==> src/rtl/cpuhead.sv <==
// Shared CPU definitions: funct codes seen by the multiply/divide unit and its FSM/kind enums.
package cpuhead;

    typedef logic [5:0] funct_t;

    localparam funct_t FN_MFHI  = 6'h10;
    localparam funct_t FN_MTHI  = 6'h11;
    localparam funct_t FN_MFLO  = 6'h12;
    localparam funct_t FN_MTLO  = 6'h13;
    localparam funct_t FN_MULT  = 6'h18;
    localparam funct_t FN_MULTU = 6'h19;
    localparam funct_t FN_DIV   = 6'h1A;
    localparam funct_t FN_DIVU  = 6'h1B;

    typedef enum logic [1:0] {
        IDLE = 2'd0,
        RUN  = 2'd1,
        FIX  = 2'd2
    } muldiv_state_t;

    typedef enum logic {
        KIND_MUL = 1'b0,
        KIND_DIV = 1'b1
    } muldiv_kind_t;

    // Magnitude of a 32-bit operand; unsigned operations pass the raw bits through.
    function automatic logic [31:0] abs32(input logic [31:0] v, input logic is_signed);
        return (is_signed && v[31]) ? (~v + 32'd1) : v;
    endfunction

endpackage

==> src/rtl/muldiv_iter_step.sv <==
// One combinational iteration: shift-add multiply step or restoring radix-2 divide step.
import cpuhead::*;

module muldiv_iter_step (
    input  muldiv_kind_t kind,
    input  logic [31:0]  acc_hi,
    input  logic [31:0]  acc_lo,
    input  logic [31:0]  operand,
    output logic [31:0]  next_hi,
    output logic [31:0]  next_lo
);

    logic [32:0] sum;
    logic [32:0] rem_sh;
    logic        fits;
    logic [31:0] diff;

    // Multiply keeps {partial product, remaining multiplier bits}; divide keeps {remainder, dividend/quotient}.
    always_comb begin
        sum     = {1'b0, acc_hi} + (acc_lo[0] ? {1'b0, operand} : 33'd0);
        rem_sh  = {acc_hi, acc_lo[31]};
        fits    = (rem_sh >= {1'b0, operand});
        diff    = rem_sh[31:0] - operand;
        next_hi = acc_hi;
        next_lo = acc_lo;
        if (kind == KIND_MUL) begin
            next_hi = sum[32:1];
            next_lo = {sum[0], acc_lo[31:1]};
        end else begin
            next_hi = fits ? diff : rem_sh[31:0];
            next_lo = {acc_lo[30:0], fits};
        end
    end

endmodule

==> src/rtl/hilo_muldiv_seq.sv <==
// Iterative multiply/divide unit owning the architectural HI/LO registers.
import cpuhead::*;

module hilo_muldiv_seq #(
    parameter int ITERS = 32
) (
    input  logic        clk,
    input  logic        reset,
    input  logic        req_valid,
    output logic        req_ready,
    input  logic [5:0]  req_op,
    input  logic [31:0] req_a,
    input  logic [31:0] req_b,
    input  logic        flush,
    output logic        done,
    output logic        busy,
    output logic [31:0] hi,
    output logic [31:0] lo
);

    localparam logic [5:0] LAST_ITER = 6'(ITERS - 1);

    muldiv_state_t state;
    muldiv_kind_t  kind;
    logic [5:0]    iter_cnt;
    logic [31:0]   acc_hi;
    logic [31:0]   acc_lo;
    logic [31:0]   operand;
    logic          neg_result;
    logic          neg_rem;
    logic          div_zero;

    logic          accept;
    logic          op_signed;
    logic          op_div;
    logic [31:0]   abs_a;
    logic [31:0]   abs_b;
    logic [31:0]   step_hi;
    logic [31:0]   step_lo;
    logic [63:0]   product;
    logic [31:0]   fix_hi;
    logic [31:0]   fix_lo;

    assign req_ready = (state == IDLE) && !flush;
    assign busy      = !req_ready;
    assign accept    = req_valid && req_ready;
    assign op_signed = (req_op == FN_MULT) || (req_op == FN_DIV);
    assign op_div    = (req_op == FN_DIV) || (req_op == FN_DIVU);
    assign abs_a     = abs32(req_a, op_signed);
    assign abs_b     = abs32(req_b, op_signed);

    muldiv_iter_step u_step (
        .kind    (kind),
        .acc_hi  (acc_hi),
        .acc_lo  (acc_lo),
        .operand (operand),
        .next_hi (step_hi),
        .next_lo (step_lo)
    );

    // A zero divisor leaves the remainder equal to |dividend|, so after sign fix-up hi is the raw dividend.
    always_comb begin
        product = {acc_hi, acc_lo};
        fix_hi  = acc_hi;
        fix_lo  = acc_lo;
        if (kind == KIND_MUL) begin
            if (neg_result) begin
                product = ~product + 64'd1;
            end
            fix_hi = product[63:32];
            fix_lo = product[31:0];
        end else begin
            fix_hi = neg_rem ? (~acc_hi + 32'd1) : acc_hi;
            if (div_zero) begin
                fix_lo = 32'hFFFF_FFFF;
            end else if (neg_result) begin
                fix_lo = ~acc_lo + 32'd1;
            end
        end
    end

    always_ff @(posedge clk or posedge reset) begin
        if (reset) begin
            state      <= IDLE;
            kind       <= KIND_MUL;
            iter_cnt   <= 6'd0;
            acc_hi     <= 32'd0;
            acc_lo     <= 32'd0;
            operand    <= 32'd0;
            neg_result <= 1'b0;
            neg_rem    <= 1'b0;
            div_zero   <= 1'b0;
            hi         <= 32'd0;
            lo         <= 32'd0;
            done       <= 1'b0;
        end else begin
            done <= 1'b0;
            case (state)
                IDLE: begin
                    if (accept) begin
                        case (req_op)
                            FN_MTHI: hi <= req_a;
                            FN_MTLO: lo <= req_a;
                            FN_MULT, FN_MULTU, FN_DIV, FN_DIVU: begin
                                kind       <= op_div ? KIND_DIV : KIND_MUL;
                                acc_hi     <= 32'd0;
                                acc_lo     <= op_div ? abs_a : abs_b;
                                operand    <= op_div ? abs_b : abs_a;
                                neg_result <= op_signed && (req_a[31] ^ req_b[31]);
                                neg_rem    <= op_signed && req_a[31];
                                div_zero   <= (req_b == 32'd0);
                                iter_cnt   <= 6'd0;
                                state      <= RUN;
                            end
                            default: ;
                        endcase
                    end
                end
                RUN: begin
                    if (flush) begin
                        state <= IDLE;
                    end else begin
                        acc_hi   <= step_hi;
                        acc_lo   <= step_lo;
                        iter_cnt <= iter_cnt + 6'd1;
                        if (iter_cnt == LAST_ITER) begin
                            state <= FIX;
                        end
                    end
                end
                FIX: begin
                    state <= IDLE;
                    if (!flush) begin
                        hi   <= fix_hi;
                        lo   <= fix_lo;
                        done <= 1'b1;
                    end
                end
                default: state <= IDLE;
            endcase
        end
    end

endmodule
==> config.mk <==
export PLATFORM = sky130hd
export DESIGN_NAME = hilo_muldiv_seq
export DESIGN_NICKNAME = d
export VERILOG_FILES = /design/src/rtl/cpuhead.sv /design/src/rtl/muldiv_iter_step.sv /design/src/rtl/hilo_muldiv_seq.sv
export SDC_FILE = /design/constraint.sdc
export NUM_CORES = 1
export LEC_CHECK = 0
export BUFFER_PORTS_ARGS = -buffer_cell sky130_fd_sc_hd__buf_2
export CAP_MARGIN = 0
export CORE_ASPECT_RATIO = 1.75
export CORE_UTILIZATION = 52
export DETAILED_ROUTE_END_ITERATION = 7
export PLACE_DENSITY_LB_ADDON = 0.05
export SLEW_MARGIN = 20
export SYNTH_ARGS = -nofsm -noshare
export SYNTH_HDL_FRONTEND = slang
export SYNTH_SLANG_ARGS = --single-unit
==> constraint.sdc <==
create_clock -name clk -period 6.6 [get_ports clk]
set_input_delay 0.66 -clock clk [delete_from_list [all_inputs] [get_ports clk]]
set_output_delay 0.66 -clock clk [all_outputs]
set_load 0.05 [all_outputs]
==> results_dict.tcl, run 1 <==
set metrics [dict create \
    cts_hold_buf 0 \
    critPathMaxFanout 31 \
    yosysMostFrequentCell "nor2_1" \
    via_count 15350 \
    grt_start_max_net_pins 68 \
    skew_ns 0.01299 \
    ys_types 72 \
    grt.overflow.total 0 \
    start_util_pct 53.33 \
    dieArea_um2 28830 \
    arrival_ns 5.25 \
    synth_warnings 0 \
    hp-class "primary input to async pin" \
    crit_path_start_kind "flip-flop" \
    crit_required_ns 6.97 \
    antenna_found_initial 0 \
    cts_resized 0 \
    routabilityCongestion 0.9930 \
    drive_above_1_share_pct 12.19 \
    ys_ff_latch 173 \
    p_per_area_nw_per_um2 384.0 \
    synth_ff_type "dfrtp_1" \
    coreArea_um2 27430 \
    synth_cells 1891 \
    maxCapViolCount 0 \
    worst_slew_pin_slew_ns 1.162 \
    post-route-period-util_pct 73.86 \
    setup_tns_ns 0 \
    syn_nets 2036 \
    grt_usage_pct 40.94 \
    maxSlewViolCount 0 \
    setup_viol 0 \
    hold_violations 0 \
    cts_tree "built" \
    p_leak_nw 7.153 \
    ios 141 \
    cts_sinks 173 \
    holdWs_ns 0.2538 \
    die_w_um 128.8 \
    drt_wl_total_um 57780 \
    rows 80 \
    die-height_um 223.9 \
    firstDrtPassIters 6 \
    setup.reg_to_reg.worst_slack_ns 1.73 \
    antenna_left 0 \
    ff2ff_path_depth 13 \
    grt_pass1_vias 14830 \
    syn_area_per_cell_um2 7.734 \
    outcome "complete, no violations" \
    reg2reg_to "acc_hi[30]" \
    clock_path_buffers 2 \
    diodes 0 \
    cts_root_buffer "clkbuf_16" \
    seq_area_frac_synth_pct 29.60 \
    synth_area_leader_cell "dfrtp_1" \
    cts_setup_buffers 0 \
    path_class "flip-flop to flip-flop" \
    clk_pin_slew_worst_paths_ns 0.08 \
    rsz0062_at_grt "no" \
    max-slew-margin-rel_pct 22.38 \
    htreeDepth 4 \
    hpwlAfterDp_um 43440 \
    synth_top_area_share_pct 29.60 \
    synthesis.area_um2 14630 \
    synth-edff-count 0 \
    grt_first_pass_wirelength_um 86840 \
    timing.fmax_ghz 0.2051 \
    io_buffers 140 \
    synth_commonest_cells "nor2_1, a21oi_1, o21ai_0, nand2_1, dfrtp_1" \
    numCtsBuffers 17 \
    crit_path_end_kind "flip-flop" \
    post_drt_wl_per_cell_um 24.53 \
    period_needed_ns 4.875 \
    vias_per_cell 6.519 \
    async_reset_ff_share_pct 100.0 \
    r2r-start "acc_lo[0]" \
    ir_drop_mv 0.2242 \
    drt_iter0_markers 1381 \
    insertion_delay_ns 0.47 \
    syn_to_final_growth_pct 11.25 \
    drc_errors 0 \
    fin_nets 2118 \
    synth_top_cells_by_area "dfrtp_1, a21oi_1, o21ai_0, xnor2_1, ha_1" \
]
==> state kept, by name, indices dropped and copies added (netlist names) <==
name	cells
iter_cnt	6
kind	1
lo	32
acc_hi	32
neg_result	1
operand	32
state	2
hi	32
acc_lo	32
div_zero	1
neg_rem	1
done	1
==> cell families (layout without fill, tap and decap cells) <==
family	after synthesis	in the layout	synth area share, %
compound gates	636	636	26.55
mux	50	50	3.482
buf+inv	168	263	4.414
flops	173	173	29.60
fa+ha+maj	71	71	6.177
simple gates	630	630	20.02
xor+xnor	163	163	9.761
==> where the power goes <==
group	internal (mW)	switching, mW
clock network	0.550	0.551
logic	1.31	2.19
registers	1.27	0.376
total	3.13	3.12
==> routing by layer <==
metal / track usage, % / vias to the layer above / wire length [µm]
li1: - / 6993 / -
met1: 46.31 / 7323 / 21420
met2: 67.74 / 787 / 27530
met3: 6.090 / 250 / 3713
met4: 33.40 / 0 / 5108
met5: 0 / - / 0
==> cell usage in the layout, fill, tap and decap left out, types with 58 or more instances in the layout <==
master	count
a21oi_1	196
buf_2	140
dfrtp_1	172
ha_1	69
inv_1	58
nand2_1	181
nor2_1	215
o21ai_0	194
xnor2_1	104
xor2_1	59
==> worst max-delay path by stage <==
stage                       to  cells after the start  startpoint
finish              acc_hi[30]                     13   acc_lo[0]
global route        acc_hi[30]                     13   acc_lo[0]
CTS                 acc_hi[30]                     13   acc_lo[0]
detailed placement  acc_hi[30]                     13   acc_lo[0]
global placement    acc_hi[30]                     13   acc_lo[0]
floorplan            acc_hi[0]                      1       reset
==> critical path, stage by stage (launching register included) <==
cell and delay (ns):
dfrtp_1 0.49, inv_1 0.87, nor2_1 0.14, ha_1 0.40, o211ai_1 0.13, o211ai_1 0.28
a31oi_1 0.20, o31ai_1 0.64, a21oi_1 0.23, o21ai_0 0.40, o221ai_1 0.35, mux2_2 0.31
nor2_1 0.04, o32ai_1 0.29
==> through the flow <==
stage                     instances  util (%)  power (mW)  area, µm²  setup WS (ns)
after floorplan                1891         -       4.008      14630          1.252
after global placement         2323     57.06       5.004      15650          2.030
after detailed placement       2323     57.06       5.029      15650          1.911
after CTS                      2355     59.31       6.139      16270          1.871
after global routing           2355     59.32       6.581      16270          1.560
final                          2355     59.32       6.248      16270          1.725
==> final cells by class <==
cell class	instances	area [µm²]
fillers	2649	11160
multi-input cells	1550	9699
flip-flops and latches	173	4330
repair buffers	171	933.4
well taps	369	461.7
clock buffers	17	425.4
inverters	60	230.2
clock inverters	15	190.2
Power figures use the tool's default switching activity.
==> run 2: changes to the inputs <==
--- a/config.mk
+++ b/config.mk
@@ -5,6 +5,7 @@
 export SDC_FILE = /design/constraint.sdc
 export NUM_CORES = 1
 export LEC_CHECK = 0
+export ABC_AREA = 1
 export BUFFER_PORTS_ARGS = -buffer_cell sky130_fd_sc_hd__buf_2
 export CAP_MARGIN = 0
 export CORE_ASPECT_RATIO = 1.75
==> constraint.sdc (replaced) <==
create_clock -name clk -period 4.4 [get_ports clk]
set_input_delay 0.44 -clock clk [delete_from_list [all_inputs] [get_ports clk]]
set_output_delay 0.44 -clock clk [all_outputs]
set_load 0.05 [all_outputs]
==> run 2 against run 1 <==
  * The flow now stops in global routing (5_1_grt)
  * Synthesized cell count grew 69%
  * Area after synthesis grew 26%
==> results_dict.tcl, run 2 <==
set metrics [dict create \
    cts_hold_buf 0 \
    error_line "[ERROR GRT-0116] Global routing finished with congestion. Check the congestion regions in the DRC Viewer." \
    synth_top_cells_by_area "dfrtp_1, nand2_1, nand3_1, nor2_1, inv_1" \
    synth_warnings 0 \
    cts_sinks 173 \
    cts_setup_buffers 0 \
    grt_first_pass_wirelength_um 158100 \
    cts_root_buffer "clkbuf_16" \
    rows 90 \
    grt_start_max_net_pins 174 \
    die_w_um 144.4 \
    synth-edff-count 0 \
    ys_types 54 \
    grt_pass1_vias 23930 \
    start_util_pct 53.20 \
    synth_ff_type "dfrtp_1" \
    cts_resized 0 \
    numCtsBuffers 17 \
    placed_cell_area_um2 19470 \
    seq_area_frac_synth_pct 23.46 \
    outcome "stopped before the end" \
    routabilityCongestion 1.159 \
    synthesis.area_um2 18450 \
    htreeDepth 4 \
    async_reset_ff_share_pct 100.0 \
    hpwlAfterDp_um 73350 \
    die-height_um 251.2 \
    grt_usage_pct 59.70 \
    ys_ff_latch 173 \
    synth_area_leader_cell "dfrtp_1" \
    place_worst_setup_slack_ns 1.220 \
    haltStage "global routing (5_1_grt)" \
    ios 141 \
    synth_cells 3202 \
    syn_area_per_cell_um2 5.762 \
    synth_commonest_cells "nand2_1, nor2_1, inv_1, nand3_1, a21oi_1" \
    io_buffers 140 \
    syn_nets 3347 \
    clock_path_buffers 2 \
    yosysMostFrequentCell "nand2_1" \
    synth_top_area_share_pct 23.46 \
    grt.overflow.total 86 \
]
-- run 2: cell families after synthesis --
family                   Yosys count  share of synthesized area [%]
multiplexers                       1                        0.05425
adder cells (fa/ha/maj)           71                          4.896
buffers and inverters            524                          11.10
flip-flops                       173                          23.46
XOR/XNOR                          49                          2.326
AND/OR/NAND/NOR                 1901                          43.44
AO/OA/AOI/OAI                    483                          14.72
-- run 2: metal layers --
| metal | GRT overflow | track usage (%) |
|---|---|---|
| met1 | 0 | 60.65 |
| met5 | 0 | 0.2845 |
| met3 | 1 | 29.85 |
| met4 | 41 | 65.35 |
| met2 | 44 | 83.31 |
-- run 2: through the flow --
stage	std cells	hold WS, ns
4_1_cts	3754	0.2435
3_3_place_gp	3722	0.4630
3_5_place_dp	3722	0.4640
2_1_floorplan	3202	0.4636
